File: src/rtl/fpu_pkg.sv
// rtl/fpu_pkg.sv - shared FP32 field layout, constants and operand classification
package fpu_pkg;

    localparam int          FP_EXP_W     = 8;
    localparam int          FP_FRAC_W    = 23;
    localparam int          EXP_BIAS     = 127;
    localparam int          EXP_MAX      = 255;
    localparam logic [31:0] QNAN_DEFAULT = 32'hFFC0_0000;

    typedef struct packed {
        logic                 sign;
        logic [FP_EXP_W-1:0]  exp;
        logic [FP_FRAC_W-1:0] frac;
    } fp32_t;

    typedef enum logic [1:0] {
        FP_NORM,
        FP_ZERO,
        FP_INF,
        FP_NAN
    } fp_class_e;

    // Exponent 0 counts as zero: denormals are flushed.
    function automatic fp_class_e fp_classify(input fp32_t v);
        fp_class_e c;
        if (v.exp == '1) begin
            c = (v.frac != '0) ? FP_NAN : FP_INF;
        end else if (v.exp == '0) begin
            c = FP_ZERO;
        end else begin
            c = FP_NORM;
        end
        return c;
    endfunction

endpackage

File: src/rtl/fdiv_step.sv
// rtl/fdiv_step.sv - one combinational radix-2 restoring division step
module fdiv_step #(
    parameter int W = 26
) (
    input  logic [W-1:0] rem_i,
    input  logic [W-1:0] div_i,
    output logic [W-1:0] rem_o,
    output logic         q_o
);

    logic [W:0] two_r;
    logic [W:0] diff;

    always_comb begin
        two_r = {rem_i, 1'b0};
        diff  = two_r - {1'b0, div_i};
        q_o   = (two_r >= {1'b0, div_i});
        rem_o = q_o ? diff[W-1:0] : two_r[W-1:0];
    end

endmodule

File: src/rtl/fdiv_iter.sv
// rtl/fdiv_iter.sv - multi-cycle FP32 divider, RNE, valid/ready on both sides.
// Define FDIV_EARLY_OUT_EN to let special operands bypass the iteration phase.
module fdiv_iter
    import fpu_pkg::*;
#(
    parameter int BPC   = 1,
    parameter int QBITS = 26
) (
    input  logic        clk,
    input  logic        rstn,
    input  logic        in_valid,
    output logic        in_ready,
    input  logic [31:0] x1,
    input  logic [31:0] x2,
    output logic        out_valid,
    input  logic        out_ready,
    output logic [31:0] y,
    output logic        ovf,
    output logic        dz
);

    localparam int ITER_CYC = QBITS / BPC;

    if (!(BPC == 1 || BPC == 2)) begin : g_bad_bpc
        $error("fdiv_iter: BPC must be 1 or 2");
    end

    typedef enum logic [2:0] {S_IDLE, S_PREP, S_ITER, S_ROUND, S_DONE} state_e;

    state_e             state_q, state_d;
    fp32_t              x1_q, x1_d, x2_q, x2_d;
    logic [QBITS-1:0]   rem_q, rem_d, div_q, div_d, quo_q, quo_d;
    logic signed [9:0]  ex_q, ex_d;
    logic               sign_q, sign_d;
    logic               spc_q, spc_d, spc_dz_q, spc_dz_d;
    logic [31:0]        spc_y_q, spc_y_d;
    logic [4:0]         cnt_q, cnt_d;
    logic               in_ready_q, in_ready_d, out_valid_q, out_valid_d;
    logic [31:0]        y_q, y_d;
    logic               ovf_q, ovf_d, dz_q, dz_d;

    // Restoring step chain: BPC steps per ITER cycle, first step yields the MSB.
    logic [QBITS-1:0]   rem_c [0:BPC];
    logic [BPC-1:0]     qb;

    assign rem_c[0] = rem_q;
    for (genvar i = 0; i < BPC; i++) begin : g_step
        fdiv_step #(.W(QBITS)) u_step (
            .rem_i (rem_c[i]),
            .div_i (div_q),
            .rem_o (rem_c[i+1]),
            .q_o   (qb[BPC-1-i])
        );
    end

    fp_class_e          ca, cb;
    logic [23:0]        m1, m2;
    logic               m_lt, sgn;
    logic               sticky, up, carry;
    logic [22:0]        frac_r;
    logic signed [9:0]  ex_r;

    always_comb begin
        ca     = fp_classify(x1_q);
        cb     = fp_classify(x2_q);
        m1     = {1'b1, x1_q.frac};
        m2     = {1'b1, x2_q.frac};
        m_lt   = (m1 < m2);
        sgn    = x1_q.sign ^ x2_q.sign;
        // Quotient is 1.xxx with 23 fraction bits, then guard [1] and round [0].
        sticky = |rem_q;
        up     = quo_q[1] & (quo_q[0] | sticky | quo_q[2]);
        carry  = (&quo_q[QBITS-1:2]) & up;
        frac_r = quo_q[QBITS-2:2] + {22'd0, up};
        ex_r   = ex_q + {9'd0, carry};
    end

    always_comb begin
        state_d     = state_q;
        x1_d        = x1_q;
        x2_d        = x2_q;
        rem_d       = rem_q;
        div_d       = div_q;
        quo_d       = quo_q;
        ex_d        = ex_q;
        sign_d      = sign_q;
        spc_d       = spc_q;
        spc_dz_d    = spc_dz_q;
        spc_y_d     = spc_y_q;
        cnt_d       = cnt_q;
        in_ready_d  = in_ready_q;
        out_valid_d = out_valid_q;
        y_d         = y_q;
        ovf_d       = ovf_q;
        dz_d        = dz_q;

        case (state_q)
            S_IDLE: begin
                if (in_valid && in_ready_q) begin
                    x1_d       = x1;
                    x2_d       = x2;
                    in_ready_d = 1'b0;
                    state_d    = S_PREP;
                end
            end
            S_PREP: begin
                // Dividend pre-shifted so the 26-bit quotient always lands in [2^25, 2^26).
                rem_d    = m_lt ? {1'b0, m1, 1'b0} : {2'b00, m1};
                div_d    = {1'b0, m2, 1'b0};
                quo_d    = '0;
                ex_d     = {2'b00, x1_q.exp} - {2'b00, x2_q.exp} + 10'(EXP_BIAS) - {9'd0, m_lt};
                sign_d   = sgn;
                cnt_d    = 5'(ITER_CYC - 1);
                spc_d    = 1'b1;
                spc_dz_d = 1'b0;
                spc_y_d  = '0;
                if (ca == FP_NAN) begin
                    spc_y_d = x1_q | 32'h0040_0000;
                end else if (cb == FP_NAN) begin
                    spc_y_d = x2_q | 32'h0040_0000;
                end else if ((ca == FP_INF && cb == FP_INF) || (ca == FP_ZERO && cb == FP_ZERO)) begin
                    spc_y_d = QNAN_DEFAULT;
                end else if (ca == FP_INF) begin
                    spc_y_d = {sgn, 8'hFF, 23'd0};
                end else if (cb == FP_INF || ca == FP_ZERO) begin
                    spc_y_d = {sgn, 31'd0};
                end else if (cb == FP_ZERO) begin
                    spc_y_d  = {sgn, 8'hFF, 23'd0};
                    spc_dz_d = 1'b1;
                end else begin
                    spc_d = 1'b0;
                end
                state_d = S_ITER;
`ifdef FDIV_EARLY_OUT_EN
                if (ca != FP_NORM || cb != FP_NORM) begin
                    state_d = S_ROUND;
                end
`endif
            end
            S_ITER: begin
                rem_d = rem_c[BPC];
                quo_d = {quo_q[QBITS-BPC-1:0], qb};
                cnt_d = cnt_q - 5'd1;
                if (cnt_q == 5'd0) begin
                    state_d = S_ROUND;
                end
            end
            S_ROUND: begin
                ovf_d = 1'b0;
                dz_d  = 1'b0;
                if (spc_q) begin
                    y_d  = spc_y_q;
                    dz_d = spc_dz_q;
                end else if (ex_r >= EXP_MAX) begin
                    y_d   = {sign_q, 8'hFF, 23'd0};
                    ovf_d = 1'b1;
                end else if (ex_r <= 0) begin
                    y_d = {sign_q, 31'd0};
                end else begin
                    y_d = {sign_q, ex_r[7:0], frac_r};
                end
                out_valid_d = 1'b1;
                state_d     = S_DONE;
            end
            S_DONE: begin
                if (out_ready) begin
                    out_valid_d = 1'b0;
                    ovf_d       = 1'b0;
                    dz_d        = 1'b0;
                    in_ready_d  = 1'b1;
                    state_d     = S_IDLE;
                end
            end
            default: begin
                state_d     = S_IDLE;
                in_ready_d  = 1'b1;
                out_valid_d = 1'b0;
            end
        endcase
    end

    always_ff @(posedge clk or negedge rstn) begin
        if (!rstn) begin
            state_q     <= S_IDLE;
            x1_q        <= '0;
            x2_q        <= '0;
            rem_q       <= '0;
            div_q       <= '0;
            quo_q       <= '0;
            ex_q        <= '0;
            sign_q      <= 1'b0;
            spc_q       <= 1'b0;
            spc_dz_q    <= 1'b0;
            spc_y_q     <= '0;
            cnt_q       <= '0;
            in_ready_q  <= 1'b1;
            out_valid_q <= 1'b0;
            y_q         <= '0;
            ovf_q       <= 1'b0;
            dz_q        <= 1'b0;
        end else begin
            state_q     <= state_d;
            x1_q        <= x1_d;
            x2_q        <= x2_d;
            rem_q       <= rem_d;
            div_q       <= div_d;
            quo_q       <= quo_d;
            ex_q        <= ex_d;
            sign_q      <= sign_d;
            spc_q       <= spc_d;
            spc_dz_q    <= spc_dz_d;
            spc_y_q     <= spc_y_d;
            cnt_q       <= cnt_d;
            in_ready_q  <= in_ready_d;
            out_valid_q <= out_valid_d;
            y_q         <= y_d;
            ovf_q       <= ovf_d;
            dz_q        <= dz_d;
        end
    end

    assign in_ready  = in_ready_q;
    assign out_valid = out_valid_q;
    assign y         = y_q;
    assign ovf       = ovf_q;
    assign dz        = dz_q;

endmodule

File: config.mk
export PLATFORM = sky130hd
export DESIGN_NAME = fdiv_iter
export DESIGN_NICKNAME = d
export VERILOG_FILES = /design/src/rtl/fpu_pkg.sv /design/src/rtl/fdiv_step.sv /design/src/rtl/fdiv_iter.sv
export SDC_FILE = /design/constraint.sdc
export NUM_CORES = 1
export LEC_CHECK = 0
export CORE_MARGIN = 3
export CORE_UTILIZATION = 40
export CTS_CLUSTER_SIZE = 40
export DETAILED_ROUTE_END_ITERATION = 10
export MAX_ROUTING_LAYER = met4
export PLACE_DENSITY_LB_ADDON = 0.12
export SYNTH_ARGS = -nofsm -noshare
export SYNTH_HDL_FRONTEND = slang
export SYNTH_SLANG_ARGS = --single-unit
File: constraint.sdc
create_clock -name clk -period 4.5 [get_ports clk]
set_input_delay 0.9 -clock clk [delete_from_list [all_inputs] [get_ports clk]]
set_output_delay 0.9 -clock clk [all_outputs]
set_load 0.1 [all_outputs]
After elaboration in Yosys (flattened, before gate mapping)
Index checks and enable logic that the tools add are counted.
- bits in registers: 229
- latch bits: 0
- RAM bits: 0
- bits in read-only memories: 0
- bits of input ports: 68
- output and inout bits: 36
- word-level logic and storage cells: 121
- memories kept: 0
- $add $sub $neg: 7
- multipliers: 0
- divide/modulo/power cells: 0
- order comparisons: 4
- eq/ne operators: 15
- shift operators: 0
- muxes and demuxes: 45
- bitwise operators: 7
- reduce and logical (&&, ||, !) cells: 22
- operator list (cell ; number):
    $mux 32 ; 7
    $pmux 26 s2 ; 2
    $mux 31 ; 2
    $reduce_bool 23->1 ; 2
    $ge 27x25->1 ; 1
    $mux 26 ; 1
    $reduce_or 26->1 ; 1
    $sub 26x25->26 ; 1
    $mux 25 ; 1
    $lt 24x24->1 ; 1
    $reduce_and 24->1 ; 1
    $add 23x1->23 ; 1
    $mux 1 ; 21
    $eq 8x8->1 const B ; 2
    $logic_not 8->1 ; 2
    $pmux 3 s5 ; 1
    $add 10x1->10 ; 1
    $add 9x8->10 const B ; 1
    $ge 10x9->1 const B ; 1
    $le 10x1->1 const B ; 1
    $pmux 5 s2 ; 1
    $sub 10x1->10 ; 1
    $mux 3 ; 3
    $sub 8x8->9 ; 1
    22 further kinds ; 43

Logic depth before layout (Yosys ltp)
Gate-level depths: netlist of the first run.
- word-level depth: 10
- depth in mapped cells: 18
- depth with buffers taken out: 17

Modules after synthesis
A second synthesis of the first run with hierarchy kept.
- cell total of the unflattened synthesis: 1471
- area total of the unflattened synthesis: 13780.7 um2
- modules (own cells, without submodules) (module ; instances ; cells an instance ; area each (um2) ; seq. area each (um2)):
    fdiv_iter ; 1 ; 1182 ; 11868.9 ; 5731.7
    fdiv_step ; 1 ; 289 ; 1911.8 ; 0.0

Worst setup path before layout of the first run
OpenSTA, ideal clock, no wires.
- kind: reg-to-reg
- from: register x1_q, in the netlist m1[11]
- to: register ex_q[9]
- library setup time: 110 ps
- data arrival time: 3804 ps
- required time: 4390 ps
- slack: 586 ps
- stages on the path, launching flop included: 18
- buffers on the path: 1
- cells stage by stage: dfrtp_1 ha_1 and4_1 and2_0 o21ai_0 o2111ai_1 o22ai_2 inv_1 clkbuf_1 ha_1 ha_1 fa_1 a21o_1 a21o_1 a21o_1 a21oi_1 nor2b_1 o41ai_1
- longest elaborated chain between the ends: 2
- RTL lines (what ; RTL line ; source):
    start: declaration ; fdiv_iter.sv:31 ; fp32_t x1_q, x1_d, x2_q, x2_d;
    start signal: assignment ; fdiv_iter.sv:185 ; x1_q <= '0;
    start signal: assignment ; fdiv_iter.sv:203 ; x1_q <= x1_d;
    $lt 24x24->1 ; fdiv_iter.sv:68 ; m_lt = (m1 < m2);
    $sub 10x1->10 ; fdiv_iter.sv:111 ; ex_d = {2'b00, x1_q.exp} - {2'b00, x2_q.exp} + 10'(EXP_BIAS) - {9'd0, m_lt};
    end signal: assignment ; fdiv_iter.sv:190 ; ex_q <= '0;
    end signal: assignment ; fdiv_iter.sv:208 ; ex_q <= ex_d;
    end: declaration ; fdiv_iter.sv:33 ; logic signed [9:0] ex_q, ex_d;
No other way between the ends.
A chain may end at the register's enable or synchronous reset.

Worst setup path after layout of the first run
- from: register rem_q[10]
- to: register y_q[11], in the netlist y[11]
- longest elaborated chain between the ends: 10
- elaborated cells on any way between the ends: 12
- classes of those cells: 2 x add/sub; 2 x order compare; 3 x mux; 4 x bitwise; 1 x reduce/logical
- RTL lines (what ; RTL line ; source):
    start: declaration ; fdiv_iter.sv:32 ; logic [QBITS-1:0] rem_q, rem_d, div_q, div_d, quo_q, quo_d;
    start signal: assignment ; fdiv_iter.sv:205 ; rem_q <= rem_d;
    $reduce_or 26->1 * ; fdiv_iter.sv:71 ; sticky = |rem_q;
    $or 1x1->1 * (2 in series) ; fdiv_iter.sv:72 ; up = quo_q[1] & (quo_q[0] | sticky | quo_q[2]);
    $and 1x1->1 * ; fdiv_iter.sv:72 ;
    $and 1x1->1 ; fdiv_iter.sv:73 ; carry = (&quo_q[QBITS-1:2]) & up;
    $add 10x1->10 ; fdiv_iter.sv:75 ; ex_r = ex_q + {9'd0, carry};
    $le 10x1->1 ; fdiv_iter.sv:157 ; end else if (ex_r <= 0) begin
    $mux 31 ; fdiv_iter.sv:157 ;
    $mux 31 * ; fdiv_iter.sv:154 ; end else if (ex_r >= EXP_MAX) begin
    $mux 32 * ; fdiv_iter.sv:151 ; if (spc_q) begin
    end signal: assignment ; fdiv_iter.sv:216 ; y_q <= y_d;
    end: declaration ; fdiv_iter.sv:39 ; logic [31:0] y_q, y_d;
Mark *: on every way between the ends. The rest lies on a longest branch, timed or not.

==> reports/qor.csv, run 1 <==
stage,metric,value,unit
status,outcome,"finished, final reports clean",
worst_setup_path,r2r_start,rem_q[10]$_DFFE_PN0N_,
clock_network,root_buffer,clkbuf_16,
global_routing,grt_start_max_net_pins,112,
yosys,seq_area_frac_synth,0.4451,
final_layout,nets,1600,
min_path,hold_path_class,input pin to asynchronous set/reset pin,
timing,period_share,0.8794,
clock_network,clk_path_buf_depth,3,
routing,drt_iter0_markers,811,
clock_network,numCtsBuffers,27,
yosys,postSynthAreaPerCell,9.265,um^2
final_layout,fin_area,0.01517,mm^2
run,drv_cap,0,
placement,io_buffers,103,
timing,grt_setup_unrepaired,false,
floorplanning,ioPinCount,104,
worst_setup_path,arrival,4370,ps
yosys,yosysWarnings,0,
clock_network,cts_max_level,1,
clock_network,clock_latency,540,ps
yosys,syn_area,0.01288,mm^2
timing,fin_skew,9.022,ps
yosys,synthCells,1390,
global_routing,grt_pass1_vias,10423,
yosys,synth_cell_type_count,68,
yosys,synth-edff-count,0,
power,ir_drop,0.3317,mV
worst_setup_path,r2r_slack,540,ps
timing,min_period,3957,ps
final_layout,num-fill-cells,2997,
routing,first_pass_iters,5,
timing,hold_violations,0,
worst_setup_path,setup.worst_path.class,flip-flop to flip-flop,
routing,totalWireLength,38.12,mm
clock_network,clk_pin_slew,60,ps
clock_network,post_cts_buffers,0,
clock_network,clkSinkCount,229,
clock_network,hold_buffers,0,
timing,relSlewSlack,0.1872,
global_routing,antenna_found_initial,1,
timing,setup_tns,0,ps
yosys,synthFlopType,dfrtp_1,
clock_network,cts_resized,0,
power,total_leakage_power,6.674,nW
final_layout,final_layout_size_suffix_gt1_frac,0.08704,
global_routing,overflow,0,
placement,placed_area,0.01429,mm^2
floorplanning,coreArea,0.03164,mm^2
final_layout,layout_common_cells,"228 x dfrtp_1, 174 x nand2_1, 111 x o21ai_0, 102 x clkdlybuf4s50_1, 94 x nor2_1",
placement,hpwl,27.61,mm
timing,setup_viol,0,
final_layout,synthToLayoutAreaGrowth,17.80,%
global_routing,grt_pass1_wl,60.59,mm
final_layout,final_common_cell,dfrtp_1,
routing,viasPerCell,5.697,
timing,fmaxAchievable,0.2527,GHz
global_routing,grtUsageTotal,0.2300,
floorplanning,die_h,185.4,um
floorplanning,dieWidth,185.4,um
power,power,13.61,mW
yosys,ys_ff_latch,229,
worst_setup_path,r2r_cells,16,
timing,drv_slew,0,
routing,avgRoutedWirePerCell,20.22,um
floorplanning,dieArea,0.03439,mm^2
timing,hold-worst-slack,424.6,ps
floorplanning,start_util,0.4071,
yosys,syn_nets,1528,
routing,drc_errors,0,
routing,final_antenna_net_count,0,
routing,vias,10739,
worst_setup_path,r2r_end,y[11]$_DFFE_PN0P_,
worst_setup_path,critPathLaunchType,flip-flop,
floorplanning,row_count,65,
worst_setup_path,crit_fanout,23,
placement,gp_congestion,0.9487,
power,p_per_area,897.0,mW/mm^2
yosys,synthArstFlopShare,1.000,
worst_setup_path,required,4910,ps
clock_network,cts_tree,done,
timing,worst_pin_slew,1215,ps
worst_setup_path,crit_path_end_kind,flip-flop,
-- critical path, stage by stage, from the launching register on --
cell,delay [ps]
dfrtp_1,410
nor4_1,470
nand3_1,190
o21ai_0,410
nor3_1,180
ha_1,250
ha_1,260
nor3_1,150
a31oi_1,60
nor4b_1,240
o21ai_0,180
o32ai_1,260
nand2_1,80
nand3_1,180
nand2b_1,140
buf_4,250
o21ai_0,130
-- sequential cells by signal, indices dropped and copies added, names as in the netlist, 3 cells and up --
signal,flops
state_q,3
y,32
rem_q,26
spc_y_q,32
x1_q,9
div_q,24
quo_q,26
ex_q,10
x2_q,9
m2,23
m1,23
cnt_q,5
-- stage by stage --
step | setup slack (ps) | instances | utilization
after floorplan | 586.1 | 1390 | -
after global placement | 575.6 | 1835 | 0.4517
after detailed placement | 600.4 | 1835 | 0.4517
after CTS | 579.2 | 1884 | 0.4795
after global routing | 281.4 | 1885 | 0.4795
final | 542.5 | 1885 | 0.4795
-- per-layer routing --
layer  part of all wire  track usage
met1               0.48       0.3363
met3              0.049      0.02553
met5                  0            -
met2               0.44       0.3434
met4              0.026      0.05612
-- power by group --
part / leakage (nW) / switching [mW] / internal, mW / total, mW
Combinational: 3.36 / 4.47 / 3.08 / 7.55
Sequential: 2.87 / 0.969 / 2.93 / 3.89
Clock: 0.445 / 0.882 / 1.29 / 2.17
-- area by class of cell --
class,instances,area (um^2),area share
clock buffer,39,800.8,0.05278
antenna,1,2.502,0.0001649
inverter,77,289.0,0.01905
multi-input combinational,1003,6546,0.4315
sequential,229,5732,0.3778
timing repair buffer,124,1219,0.08033
clock inverter,10,78.83,0.005196
tap,402,503.0,0.03315
-- Yosys cell counts (all sizes together) (7+ instances only) --
master | instances | area, um^2
nor2 | 97 | 364.1
mux2 | 49 | 551.8
a22o | 25 | 219.0
a221oi | 19 | 166.4
dfrtp | 228 | 5705
nand2 | 175 | 656.9
mux2i | 13 | 130.1
a21o | 26 | 195.2
clkbuf | 65 | 245.2
nand4 | 21 | 131.4
o21ai | 112 | 560.5
a31oi | 19 | 118.9
a21oi | 86 | 434.2
buf | 16 | 85.07
inv | 77 | 289.0
nor4 | 31 | 193.9
o21a | 14 | 105.1
o22ai | 37 | 237.7
xnor2 | 29 | 254.0
nor3 | 16 | 80.08
ha | 67 | 838.3
a211oi | 7 | 65.06
xor2 | 31 | 271.5
nand3 | 33 | 165.2
and3 | 16 | 100.1
-- how the worst max path moves through the flow --
stage                               start                  end  slack (ps)
floorplan              m1[11]$_DFFE_PN0P_  ex_q[9]$_DFFE_PN0P_         590
global route        rem_q[10]$_DFFE_PN0N_    y[21]$_DFFE_PN0P_         280
detailed placement   quo_q[6]$_DFFE_PN0N_    y[25]$_DFFE_PN0P_         600
finish              rem_q[10]$_DFFE_PN0N_    y[11]$_DFFE_PN0P_         540
global placement    rem_q[10]$_DFFE_PN0N_     y[5]$_DFFE_PN0P_         580
CTS                  quo_q[6]$_DFFE_PN0N_    y[24]$_DFFE_PN0P_         580
-- cell families after synthesis --
logic type                 count (synthesis)  share of synthesized area
and+or+nand+nor                          420                     0.1481
buffers and inverters                    158                    0.04809
xor gates and xnor gates                  60                    0.04080
DFF                                      229                     0.4451
muxes                                     62                    0.05295
AOI/OAI and AO/OA                        391                     0.1953
adders and majority gates                 70                    0.06976
(Power assumes the default switching activity.)
==> run 2, diff against run 1 <==
Settings changed: GPL_TIMING_DRIVEN from default to 0, TNS_END_PERCENT from default to 100.
==> run 2 against run 1 <==
Clock-buffer cell count is 2 lower. Worst setup slack worse by 240 ps. Worst hold slack lost 240 ps. Global-route usage increased by 1.4 points. Wire length is 5.9% higher. Die area unchanged. Non-clock buffer count up 66. Combinational power rose by 3.2%. Sequential share of layout area decreased by 0.61 points. Critical endpoint is now ex_q[7]$_DFFE_PN0P_. Highest routed layer unchanged.
==> reports/qor.csv, run 2 (synthesis gave the netlist of run 1 again) <==
stage,metric,value,unit,change
status,outcome,"finished, final reports clean",,unchanged
final_layout,antenna_cells,0,,was 1
clock_network,clk_pin_slew,60,ps,about the same
clock_network,clock_latency,540,ps,about the same
final_layout,synthToLayoutAreaGrowth,19.74,%,was 17.80%
clock_network,clkSinkCount,229,,unchanged
floorplanning,dieWidth,185.4,um,unchanged
timing,drv_slew,0,,unchanged
routing,avgRoutedWirePerCell,20.69,um,was 20.22 um
routing,viasPerCell,5.708,,was 5.697
timing,fin_skew,13.82,ps,was 9.022 ps
worst_setup_path,critPathLaunchType,flip-flop,,unchanged
final_layout,final_layout_size_suffix_gt1_frac,0.07876,,was 0.08704
worst_setup_path,slowest_stage,dfrtp_1,,was nor4_1
global_routing,grt_pass1_wl,63.12,mm,was 60.59 mm
routing,drt_iter0_markers,898,,was 811
clock_network,cts_tree,done,,unchanged
placement,gp_congestion,0.9496,,was 0.9487
clock_network,root_buffer,clkbuf_16,,unchanged
routing,final_antenna_net_count,0,,unchanged
worst_setup_path,arrival,4590,ps,was 4370 ps
final_layout,num-fill-cells,2994,,was 2997
worst_setup_path,required,4900,ps,was 4910 ps
clock_network,numCtsBuffers,27,,unchanged
timing,relSlewSlack,0.3463,,was 0.1872
run,drv_cap,0,,unchanged
min_path,hold_path_class,input pin to asynchronous set/reset pin,,unchanged
final_layout,final_common_cell,dfrtp_1,,unchanged
worst_setup_path,cpPeakStageDelay,490,ps,was 470 ps
global_routing,overflow,0,,unchanged
routing,first_pass_iters,6,,was 5
worst_setup_path,crit_path_end_kind,flip-flop,,unchanged
final_layout,nets,1666,,was 1600
floorplanning,start_util,0.4071,,unchanged
clock_network,clk_path_buf_depth,3,,unchanged
global_routing,antenna_found_initial,0,,was 1
global_routing,grtUsageTotal,0.2437,,was 0.2300
global_routing,grt_pass1_vias,10802,,was 10423
worst_setup_path,setup.worst_path.class,flip-flop to flip-flop,,unchanged
timing,fmaxAchievable,0.2384,GHz,was 0.2527 GHz
routing,drc_errors,0,,unchanged
final_layout,layout_common_cells,"228 x dfrtp_1, 175 x nand2_1, 110 x o21ai_0, 102 x clkdlybuf4s50_1, 97 x nor2_1",,"was 228 x dfrtp_1, 174 x nand2_1, 111 x o21ai_0, 102 x clkdlybuf4s50_1, 94 x nor2_1"
timing,worst_pin_slew,977.5,ps,was 1215 ps
routing,totalWireLength,40.37,mm,was 38.12 mm
global_routing,grt_start_max_net_pins,118,,was 112
floorplanning,ioPinCount,104,,unchanged
final_layout,fin_util,0.4874,,was 0.4795
timing,hold_violations,0,,unchanged
floorplanning,dieArea,0.03439,mm^2,unchanged
power,p_per_area,900.2,mW/mm^2,was 897.0 mW/mm^2
timing,grt_setup_unrepaired,false,,unchanged
timing,hold-worst-slack,185.7,ps,was 424.6 ps
clock_network,hold_buffers,0,,unchanged
placement,placed_area,0.01449,mm^2,was 0.01429 mm^2
timing,period_share,0.9321,,was 0.8794
floorplanning,row_count,65,,unchanged
routing,vias,11137,,was 10739
floorplanning,coreArea,0.03164,mm^2,unchanged
worst_setup_path,crit_chain,ha_1 > and4_1 > and2_0 > o21ai_0 > o2111ai_1 > o22ai_4 > clkinvlp_4 > ha_1 > ha_1 > fa_1 > a21o_1 > a21o_1 > a21o_1 > a21oi_1 > xor2_1 > o21ai_0,,was nor4_1 > nand3_1 > o21ai_0 > nor3_1 > ha_1 > ha_1 > nor3_1 > a31oi_1 > nor4b_1 > o21ai_0 > o32ai_1 > nand2_1 > nand3_1 > nand2b_1 > buf_4 > o21ai_0
worst_setup_path,crit_fanout,6,,was 23
timing,setup_viol,0,,unchanged
power,ir_drop,0.4310,mV,was 0.3317 mV
clock_network,cts_max_level,1,,unchanged
floorplanning,die_h,185.4,um,unchanged
final_layout,fin_area,0.01542,mm^2,was 0.01517 mm^2
timing,min_period,4194,ps,was 3957 ps
power,total_leakage_power,6.716,nW,was 6.674 nW
placement,hpwl,30.85,mm,was 27.61 mm
placement,io_buffers,103,,unchanged
run 2: changes by cell type in the layout (fill, tap and decap cells not counted), sizes merged:
cell and delta:
inv -1, clkinv -1, diode -1, clkbuf +62, clkinvlp +4, buf +2
bufinv +1
run 2: critical path, delay by kind of cell (launching register included):
family / cells / cell delay, ps
compound gates: 8 / 1630
xor+xnor: 1 / 190
fa+ha+maj: 4 / 1190
buf+inv: 1 / 200
flops: 1 / 490
simple gates: 2 / 360
run 2: power by group:
part / internal (mW) / leakage, nW / switching, mW / total [mW]
sequential: 2.92 / 2.87 / 0.968 / 3.89
clock: 1.30 / 0.435 / 0.904 / 2.20
combinational: 3.12 / 3.41 / 4.66 / 7.79
run 2: metrics by stage:
| stage | setup TNS, ps | worst slack, ps | total power [mW] | instances |
|---|---|---|---|---|
| global route | 0 | 16.60 | 14.96 | 1951 |
| finish | 0 | 305.5 | 13.88 | 1951 |
| detailed placement | -1177 | -463.9 | 11.57 | 1898 |
| CTS | 0 | 86.58 | 13.84 | 1948 |
| global placement | -1736050 | -7621 | 11.43 | 1895 |
| floorplan | 0 | 586.1 | 9.478 | 1390 |
run 2: final timing paths:
path | start | endpoint | depth (start not counted) | slack, ps
min in group clk | div_q[24]$_DFFE_PN0P_ | div_q[24]$_DFFE_PN0P_ | 2 | 470
setup reg to reg | m1[11]$_DFFE_PN0P_ | ex_q[7]$_DFFE_PN0P_ | 16 | 310
hold / removal | rstn | y[14]$_DFFE_PN0P_ | 1 | 190
setup / recovery | m1[11]$_DFFE_PN0P_ | ex_q[7]$_DFFE_PN0P_ | 16 | 310
max in group asynchronous | rstn | rem_q[11]$_DFFE_PN0N_ | 3 | 3040
hold reg to reg | div_q[24]$_DFFE_PN0P_ | div_q[24]$_DFFE_PN0P_ | 2 | 470
run 2: final cells by class:
type	count	area [um^2]	area share
plain buffers	80	329.1	0.02134
clock buffers	37	763.2	0.04949
clock inverters	13	126.4	0.008195
inverters	77	292.8	0.01899
multi-input cells	1003	6546	0.4245
flip-flops and latches	229	5732	0.3717
well taps	402	503.0	0.03262
repair buffers	110	1129	0.07318
run 2: metal layers:
| layer | part of all wire | vias up | track usage |
|---|---|---|---|
| li1 | - | 5267 | - |
| met1 | 0.47 | 5439 | 0.3488 |
| met2 | 0.44 | 366 | 0.3703 |
| met3 | 0.055 | 65 | 0.02808 |
| met4 | 0.027 | 0 | 0.06242 |
| met5 | 0 | - | - |
run 2: timing repair:
action,CTS,global route
pin swaps,1,0
resized for setup,1,7
endpoints found under the setup margin,5,27
setup buffers,1,3
==> run 3, diff against run 2 <==
Settings changed: ABC_CLOCK_PERIOD_IN_PS from default to 4500.
==> results of run 3 <==
Final layout, timing and power as in run 2 (identical DEF).
